===== config.mk =====
export PLATFORM = sky130hd
export DESIGN_NAME = div_sequencer
export DESIGN_NICKNAME = d
export VERILOG_FILES = /design/src/rtl/div_sequencer_pkg.sv /design/src/rtl/div_sequencer_step.sv /design/src/rtl/div_sequencer.sv
export SDC_FILE = /design/constraint.sdc
export NUM_CORES = 1
export LEC_CHECK = 0
export CAP_MARGIN = 20
export CORE_ASPECT_RATIO = 2
export CORE_MARGIN = 1
export CORE_UTILIZATION = 60
export CTS_BUF_LIST = sky130_fd_sc_hd__clkbuf_4 sky130_fd_sc_hd__clkbuf_8
export DETAILED_ROUTE_END_ITERATION = 12
export GPL_TIMING_DRIVEN = 0
export HOLD_SLACK_MARGIN = 0.05
export PLACE_DENSITY_LB_ADDON = 0.2
export SLEW_MARGIN = 20
export SYNTH_ARGS = -nofsm -noshare
export SYNTH_HDL_FRONTEND = slang
export SYNTH_SLANG_ARGS = --single-unit

===== constraint.sdc =====
create_clock -name clk -period 4.2 [get_ports clk]
set_input_delay 0.84 -clock clk [delete_from_list [all_inputs] [get_ports clk]]
set_output_delay 0.84 -clock clk [all_outputs]
set_load 0.05 [all_outputs]

===== src/rtl/div_sequencer_pkg.sv =====
`default_nettype none
// ============================================================================
//  Module      : cpuDefine (package)
//  Description : Shared core definitions: ALU control codes, divider FSM
//                state encoding and small decode helpers for the divider.
//  Revision    : 1.0 - initial release
// ============================================================================
package cpuDefine;

  // ALU operation select as produced by the decoder
  typedef enum logic [4:0] {
    ALU_ADD   = 5'd0,
    ALU_SUB   = 5'd1,
    ALU_SLT   = 5'd2,
    ALU_SLTU  = 5'd3,
    ALU_AND   = 5'd4,
    ALU_OR    = 5'd5,
    ALU_XOR   = 5'd6,
    ALU_NOR   = 5'd7,
    ALU_SLL   = 5'd8,
    ALU_SRL   = 5'd9,
    ALU_SRA   = 5'd10,
    ALU_LUI   = 5'd11,
    ALU_MUL   = 5'd12,
    ALU_MULH  = 5'd13,
    ALU_MULHU = 5'd14,
    ALU_DIV   = 5'd15,
    ALU_MOD   = 5'd16,
    ALU_DIVU  = 5'd17,
    ALU_MODU  = 5'd18
  } AluCtrl;

  // Divider sequencer states
  typedef enum logic [2:0] {
    DIV_IDLE = 3'd0,
    DIV_PREP = 3'd1,
    DIV_CALC = 3'd2,
    DIV_SIGN = 3'd3,
    DIV_DONE = 3'd4
  } DivState;

  // True for the four codes the divider services
  function automatic logic is_div_op(input AluCtrl c);
    return (c == ALU_DIV) || (c == ALU_MOD) || (c == ALU_DIVU) || (c == ALU_MODU);
  endfunction

  // True for the two's-complement variants
  function automatic logic is_signed_div_op(input AluCtrl c);
    return (c == ALU_DIV) || (c == ALU_MOD);
  endfunction

  // True when the remainder, not the quotient, is the result
  function automatic logic is_rem_op(input AluCtrl c);
    return (c == ALU_MOD) || (c == ALU_MODU);
  endfunction

endpackage
`default_nettype wire


===== src/rtl/div_sequencer_step.sv =====
`default_nettype none
// ============================================================================
//  Module      : div_step
//  Description : One combinational radix-2 restoring division step.
//                {rem,quo} is shifted left by one, the divisor is trial-
//                subtracted from the widened partial remainder and the new
//                quotient bit is the inverted borrow.
//  Revision    : 1.0 - initial release
// ============================================================================
module div_step #(
  parameter int WIDTH = 32
) (
  input  logic [WIDTH-1:0] rem,
  input  logic [WIDTH-1:0] quo,
  input  logic [WIDTH-1:0] divisor,
  output logic [WIDTH-1:0] next_rem,
  output logic [WIDTH-1:0] next_quo
);

  logic [WIDTH:0] shifted;
  logic [WIDTH:0] diff;
  logic           borrow;

  // Shift, trial-subtract one bit wider than the operands, restore on borrow
  always_comb begin
    shifted  = {rem, quo[WIDTH-1]};
    diff     = shifted - {1'b0, divisor};
    borrow   = diff[WIDTH];
    next_rem = borrow ? shifted[WIDTH-1:0] : diff[WIDTH-1:0];
    next_quo = {quo[WIDTH-2:0], ~borrow};
  end

endmodule
`default_nettype wire


===== src/rtl/div_sequencer.sv =====
`default_nettype none
// ============================================================================
//  Module      : div_sequencer
//  Description : Multi-cycle DIV.W/MOD.W/DIVU.W/MODU.W controller. Sign
//                handling around an unsigned restoring core, one quotient
//                bit per cycle, pipeline stall while busy, one-cycle done.
//                Optional macro DIV_ZERO_FAST_EN: a zero divisor skips the
//                iteration and finishes in the cycle after start.
//  Revision    : 1.0 - initial release
// ============================================================================
module div_sequencer
  import cpuDefine::*;
#(
  parameter int WIDTH = 32
) (
  input  logic             clk,
  input  logic             rst,
  input  logic             start,
  input  AluCtrl           aluctrl,
  input  logic [WIDTH-1:0] src1,
  input  logic [WIDTH-1:0] src2,
  input  logic             flush,
  output logic             stall,
  output logic             done,
  output logic [WIDTH-1:0] result
);

  localparam int CNT_W = $clog2(WIDTH) + 1;

  DivState          state_q,   state_d;
  logic [WIDTH-1:0] rem_q,     rem_d;
  logic [WIDTH-1:0] quo_q,     quo_d;
  logic [WIDTH-1:0] dvd_mag_q, dvd_mag_d;
  logic [WIDTH-1:0] dvs_mag_q, dvs_mag_d;
  logic             dvd_neg_q, dvd_neg_d;
  logic             dvs_neg_q, dvs_neg_d;
  logic             rem_op_q,  rem_op_d;
  logic [CNT_W-1:0] cnt_q,     cnt_d;
  logic [WIDTH-1:0] result_q,  result_d;
  logic             done_q,    done_d;

  logic             accept;
  logic             op_signed;
  logic             src1_neg;
  logic             src2_neg;
  logic [WIDTH-1:0] step_rem;
  logic [WIDTH-1:0] step_quo;
  logic [WIDTH-1:0] dividend_raw;
  logic [WIDTH-1:0] quo_signed;
  logic [WIDTH-1:0] rem_signed;

  // Single restoring-step datapath, only consumed while iterating
  div_step #(.WIDTH(WIDTH)) u_step (
    .rem      (rem_q),
    .quo      (quo_q),
    .divisor  (dvs_mag_q),
    .next_rem (step_rem),
    .next_quo (step_quo)
  );

  // Request decode, operand sign/magnitude and final sign correction
  always_comb begin
    accept       = (state_q == DIV_IDLE) & start & is_div_op(aluctrl) & ~flush;
    op_signed    = is_signed_div_op(aluctrl);
    src1_neg     = op_signed & src1[WIDTH-1];
    src2_neg     = op_signed & src2[WIDTH-1];
    // The original dividend is rebuilt from sign and magnitude for x/0
    dividend_raw = dvd_neg_q ? (~dvd_mag_q + 1'b1) : dvd_mag_q;
    quo_signed   = (dvd_neg_q ^ dvs_neg_q) ? (~quo_q + 1'b1) : quo_q;
    rem_signed   = dvd_neg_q ? (~rem_q + 1'b1) : rem_q;
  end

  // Stall covers the accepting cycle and all busy states, never a flush cycle
  always_comb begin
    stall = ~flush & (accept | (state_q == DIV_PREP) | (state_q == DIV_CALC) |
                      (state_q == DIV_SIGN));
  end

  // Next-state and datapath updates for the sequencer
  always_comb begin
    state_d   = state_q;
    rem_d     = rem_q;
    quo_d     = quo_q;
    dvd_mag_d = dvd_mag_q;
    dvs_mag_d = dvs_mag_q;
    dvd_neg_d = dvd_neg_q;
    dvs_neg_d = dvs_neg_q;
    rem_op_d  = rem_op_q;
    cnt_d     = cnt_q;
    result_d  = result_q;
    done_d    = 1'b0;

    unique case (state_q)
      DIV_IDLE: begin
        if (accept) begin
          rem_op_d  = is_rem_op(aluctrl);
          dvd_neg_d = src1_neg;
          dvs_neg_d = src2_neg;
          dvd_mag_d = src1_neg ? (~src1 + 1'b1) : src1;
          dvs_mag_d = src2_neg ? (~src2 + 1'b1) : src2;
`ifdef DIV_ZERO_FAST_EN
          if (src2 == '0) begin
            result_d = is_rem_op(aluctrl) ? src1 : '1;
            done_d   = 1'b1;
            state_d  = DIV_DONE;
          end else begin
            state_d  = DIV_PREP;
          end
`else
          state_d   = DIV_PREP;
`endif
        end
      end
      DIV_PREP: begin
        rem_d   = '0;
        quo_d   = dvd_mag_q;
        cnt_d   = CNT_W'(WIDTH);
        state_d = DIV_CALC;
      end
      DIV_CALC: begin
        rem_d = step_rem;
        quo_d = step_quo;
        cnt_d = cnt_q - 1'b1;
        if (cnt_q == CNT_W'(1)) begin
          state_d = DIV_SIGN;
        end
      end
      DIV_SIGN: begin
        // Zero divisor has fixed architectural results regardless of sign
        if (dvs_mag_q == '0) begin
          result_d = rem_op_q ? dividend_raw : '1;
        end else begin
          result_d = rem_op_q ? rem_signed : quo_signed;
        end
        done_d  = 1'b1;
        state_d = DIV_DONE;
      end
      DIV_DONE: begin
        state_d = DIV_IDLE;
      end
      default: begin
        state_d = DIV_IDLE;
      end
    endcase

    // A redirect abandons the op: back to idle, keep the previous result
    if (flush && (state_q != DIV_IDLE)) begin
      state_d  = DIV_IDLE;
      done_d   = 1'b0;
      result_d = result_q;
    end
  end

  // State and datapath registers with synchronous reset
  always_ff @(posedge clk) begin
    if (rst) begin
      state_q   <= DIV_IDLE;
      rem_q     <= '0;
      quo_q     <= '0;
      dvd_mag_q <= '0;
      dvs_mag_q <= '0;
      dvd_neg_q <= 1'b0;
      dvs_neg_q <= 1'b0;
      rem_op_q  <= 1'b0;
      cnt_q     <= '0;
      result_q  <= '0;
      done_q    <= 1'b0;
    end else begin
      state_q   <= state_d;
      rem_q     <= rem_d;
      quo_q     <= quo_d;
      dvd_mag_q <= dvd_mag_d;
      dvs_mag_q <= dvs_mag_d;
      dvd_neg_q <= dvd_neg_d;
      dvs_neg_q <= dvs_neg_d;
      rem_op_q  <= rem_op_d;
      cnt_q     <= cnt_d;
      result_q  <= result_d;
      done_q    <= done_d;
    end
  end

  assign done   = done_q;
  assign result = result_q;

endmodule
`default_nettype wire


**Word-level counts from Yosys, hierarchy flattened**

Cells that the tools add are included.

- Flip-flop bits (word level): 173
- Input port bits: 73
- Output and inout port bits: 34
- Logic and storage cells: 75

- Add/subtract/negate cells: 7
- Equality and inequality tests: 10
- Mux-type cells: 16
- Bitwise operators: 18
- Reductions and logical operators: 13

Operator list:

| operator | number |
|---|---|
| $mux W32 | 9 |
| $add A32 B1 Y32 const B | 5 |
| $not A32 Y32 | 5 |
| $pmux W32 S2 | 2 |
| $sub A33 B32 Y33 | 1 |
| $logic_not A32 Y1 | 1 |
| $eq A5 B5 Y1 const B | 3 |
| $pmux W3 S4 | 1 |
| $pmux W6 S2 | 1 |
| $and A1 B1 Y1 | 6 |
| $eq A3 B2 Y1 const B | 2 |
| $eq A6 B1 Y1 const B | 1 |
| $mux W3 | 2 |
| $reduce_and A2 Y1 | 3 |
| $sub A6 B1 Y6 const B | 1 |
| $eq A5 B4 Y1 const B | 1 |
| $logic_or A1 B1 Y1 | 4 |
| $eq A3 B1 Y1 const B | 1 |
| $logic_not A3 Y1 | 1 |
| $not A1 Y1 | 3 |
| $or A1 B1 Y1 | 3 |
| $reduce_bool A3 Y1 | 1 |
| $ne A2 B1 Y1 const B | 1 |
| $ne A2 B2 Y1 const B | 1 |
| other kinds (5) | 5 |

**Depth between registers and ports, before layout**

Gate-level depths: netlist (run 1).

- Depth in word-level cells: 10
- Mapped depth: 13
- Depth with buffers taken out: 12

**Modules after synthesis**

Synthesis (run 1) repeated with hierarchy kept, for this count alone.

- Cells, all modules: 1585
- Area total of the unflattened synthesis: 12638.4 um2

Modules (own cells, without submodules):

| module | times used | cells each | area each (um2) | seq. area each (um2) |
|---|---|---|---|---|
| div_sequencer | 1 | 1249 | 10047.1 | 3463.3 |
| div_step | 1 | 336 | 2591.2 | 0.0 |

**Least setup slack after synthesis (run 1)**

OpenSTA, ideal clock, no wires.

- Path type: input port to flip-flop
- From: input port src1[10]
- To: register dvd_mag_q[26]
- Setup time: 0.086 ns
- Data arrival time: 3.751 ns
- Data required time: 4.114 ns
- Setup slack: 0.363 ns
- Cell stages on the path: 9
- Buffers on the path: 0
- Cell sequence: or4_4 or3_4 or4_1 or4_4 or4_1 or2_4 o31ai_4 xor2_1 a211oi_1

- Cells in the longest elaborated chain, start to end: 3

Ends and longest elaborated chain:

| item | line | RTL |
|---|---|---|
| start, declared | div_sequencer.sv:20 | `input logic [WIDTH-1:0] src1,` |
| $not A32 Y32 | div_sequencer.sv:99 | `dvd_mag_d = src1_neg ? (~src1 + 1'b1) : src1;` |
| $add A32 B1 Y32 | div_sequencer.sv:99 |  |
| $mux W32 | div_sequencer.sv:99 |  |
| end signal, assigned | div_sequencer.sv:172 | `dvd_mag_q <= dvd_mag_d;` |
| end, declared | div_sequencer.sv:33 | `logic [WIDTH-1:0] dvd_mag_q, dvd_mag_d;` |

Every way passes these cells.
A chain may end at the register's enable or synchronous reset.

**Final worst setup path (run 1)**

- From: input port src1[8]
- To: register dvd_mag_q[26]

The elaborated chain is that of the path after synthesis.

==> results of run 1 <==
cell type report:
cell class              count  area share (%)
multi-input cells        1210            57.3
flip-flops and latches    173            25.5
repair buffers            106            7.77
plain buffers              89            2.50
well taps                 259            2.39
clock buffers              22            2.14
inverters                  55            1.52
clock inverters            10           0.838
diodes                      1          0.0184
stage by stage:
stage,setup slack (ps),TNS (ps)
2_1_floorplan,363,0
3_3_place_gp,-460,-2420
3_5_place_dp,-436,-3280
4_1_cts,27.8,0
5_1_grt,6.67,0
6_report,167,0
registers in the layout (all words and copies together) (netlist names):
register   cells
dvd_mag_q     32
dvs_mag_q     32
quo_q         32
rem_q         32
result        32
cnt_q          6
state_q        3
done           1
dvd_neg_q      1
dvs_neg_q      1
rem_op_q       1
final timing paths:
check | start | endpoint | slack (ps)
max | src1[8] | dvd_mag_q[26] | 170
min | result[22] | result[22] | 460
max reg2reg | quo_q[31] | rem_q[26] | 300
min reg2reg | result[22] | result[22] | 460
worst max-delay path: stages:
cell	delay [ps]
clkdlybuf4s50_1	470
or4_4	550
or3_4	360
or4_1	510
or4_4	460
or4_1	470
or2_4	280
o31ai_4	180
xor2_1	210
a211oi_1	100
routing by layer:
layer | wire length (um) | global-route usage, % | part of all wire, %
met5 | 12 | 0 | 0.028
met4 | 5170 | 47.5 | 12
met3 | 3230 | 12.4 | 7.4
met2 | 21500 | 77.4 | 49
met1 | 13600 | 38.8 | 31
synthesized netlist by cell type (all sizes together), types with 28 or more instances:
cell type / instances / area, sq um
inv: 55 / 206
xnor2: 55 / 482
a22oi: 33 / 248
a211oi: 71 / 533
nor2: 145 / 544
or3: 28 / 180
xor2: 115 / 1010
a21oi: 137 / 686
clkbuf: 84 / 315
o31ai: 38 / 299
dfxtp: 173 / 3460
ha: 39 / 488
nand2: 153 / 574
o21ai: 98 / 490
repair_timing:
item	CTS	global route
hold endpoints to repair	0	0
cloned	0	0
setup endpoints to repair	19	13
buffers inserted	0	0
resized for setup	5	6
logic make-up (layout without fill, tap and decap cells):
family | Yosys count | in the layout
adder cells (fa/ha/maj) | 40 | 40
AO/OA/AOI/OAI | 508 | 508
other | 0 | 1
AND/OR/NAND/NOR | 470 | 470
flip-flops | 173 | 173
multiplexers | 22 | 22
buffers and inverters | 144 | 282
XOR/XNOR | 170 | 170
report_power, final:
group	switching [mW]	internal (mW)
Combinational	0.523	0.326
Clock	0.651	0.585
Sequential	0.0305	1.66
Total	1.20	2.57
==> results.py, run 1 <==
metrics = {
    "floorplan": {
        "die_w_um": 101,
        "die_h_um": 200,
        "start_util_pct": 61.0,
        "row_count": 72,
        "core_area_sq_um": 19300,
        "dieArea_sq_um": 20200,
        "ios": 107,
    },
    "synth": {
        "yosys_register_bits": 173,
        "ys.flop_type": "dfxtp_1",
        "yosys.area_share.simple_pct": 18.8,
        "synth_edf_count": 0,
        "synth-xor-area-share_pct": 12.7,
        "yosys_warnings": 0,
        "synthMuxAreaShare_pct": 1.88,
        "synth_top_family_by_area": "compound AO/OA/AOI/OAI gates",
        "synth_cell_types": 61,
        "synthesis.area_sq_um": 11800,
        "synth_compound_area_share_pct": 28.3,
        "syn_area_per_cell_sq_um": 7.70,
        "synthAdderAreaFrac_pct": 4.32,
        "syn_nets": 1640,
        "syn_inst": 1527,
        "ys_seq_area_share_pct": 29.4,
        "async_flop_share_pct": 0,
    },
    "power": {
        "vdd_drop_max_mv": 0.206,
        "power.density_nw_per_um2": 278,
        "leakage_nw": 4.94,
        "power_mw": 3.77,
    },
    "placed_design": {
        "dp_cells": 1892,
        "port_buffers": 106,
        "place_congestion": 0.991,
        "dpl_cell_area_sq_um": 13200,
        "dp_hpwl_um": 34000,
    },
    "clock_network": {
        "htree_levels": 4,
        "clockBufferDepth": 2,
        "cts-buffers-inserted": 17,
        "cts-root-buf": "clkbuf_8",
        "cts_tree": "yes",
        "clkTransAtPathRegs_ps": 90,
        "cts_hold_buf": 0,
        "numClockSinks": 173,
        "clk_latency_ps": 520,
    },
    "critical_path": {
        "setup.worst_path.class": "input port to flop",
        "rr_worst_depth": 12,
        "crit_required_ps": 4580,
        "worstPathArrival_ps": 4410,
        "cp_max_fo": 5,
        "end_kind": "flop",
        "critPathLaunchType": "input port",
    },
    "sta": {
        "slew_viol_final": 0,
        "clock.fmax_mhz": 248,
        "period_share_pct": 96.0,
        "fin_skew_ps": 17.5,
        "setup_viol": 0,
        "period_minus_slack_ps": 4030,
        "maxSlewHeadroom_pct": 42.4,
        "hold_viol": 0,
        "tightestPinTransition_ps": 858,
        "rsz0062_at_grt": "no",
        "whs_ps": 457,
    },
    "grt": {
        "grt.overflow.total": 0,
        "grt_pass1_vias": 12561,
        "grt_max_degree": 17,
        "antenna_found_initial": 2,
        "grt_first_pass_wirelength_um": 66200,
        "grt_usage_pct": 44.5,
    },
    "layout": {
        "fill_cells": 1690,
        "nets": 1765,
        "seq_area_sq_um": 3460,
        "layout_common_cells": "dfxtp_1 (173), nand2_1 (153), nor2_1 (145), a21oi_1 (136), xor2_1 (115)",
        "fin_area_sq_um": 13600,
        "fin_util_pct": 70.5,
        "drive_gt1_share_pct": 3.60,
        "stdcell_count": 1925,
        "multi_input_area_sq_um": 7790,
        "final_common_cell": "dfxtp_1",
        "area_growth_pct": 15.5,
    },
    "route": {
        "antenna_left": 0,
        "drt_wl_total_um": 43500,
        "wl_per_cell_um": 22.6,
        "via_count": 12557,
        "drt_iter0_drc": 805,
        "remaining_drc_errors": 0,
        "firstDrtPassIters": 6,
        "via_per_inst": 6.52,
    },
    "flow_run": {
        "cap_violations": 0,
    },
    "hold_path": {
        "min_path_cells": 1,
        "hold_class": "flop to flop",
    },
    "outcome": {
        "outcome": "finished clean",
    },
}
Note: power is estimated with default switching activity, not from simulation.
==> run 2: changes to the inputs <==
--- a/config.mk
+++ b/config.mk
@@ -11,6 +11,7 @@
 export CORE_UTILIZATION = 60
 export CTS_BUF_LIST = sky130_fd_sc_hd__clkbuf_4 sky130_fd_sc_hd__clkbuf_8
 export DETAILED_ROUTE_END_ITERATION = 12
+export GPL_ROUTABILITY_DRIVEN = 1
 export GPL_TIMING_DRIVEN = 0
 export HOLD_SLACK_MARGIN = 0.05
 export PLACE_DENSITY_LB_ADDON = 0.2
==> results of run 2 <==
Same layout as run 1: the final DEF is identical, and so are final timing and power.
==> run 3: changes to the inputs <==
--- a/config.mk
+++ b/config.mk
@@ -11,7 +11,6 @@
 export CORE_UTILIZATION = 60
 export CTS_BUF_LIST = sky130_fd_sc_hd__clkbuf_4 sky130_fd_sc_hd__clkbuf_8
 export DETAILED_ROUTE_END_ITERATION = 12
-export GPL_ROUTABILITY_DRIVEN = 1
 export GPL_TIMING_DRIVEN = 0
 export HOLD_SLACK_MARGIN = 0.05
 export PLACE_DENSITY_LB_ADDON = 0.2
==> results of run 3 <==
Same layout as run 1: the final DEF is identical, and so are final timing and power.
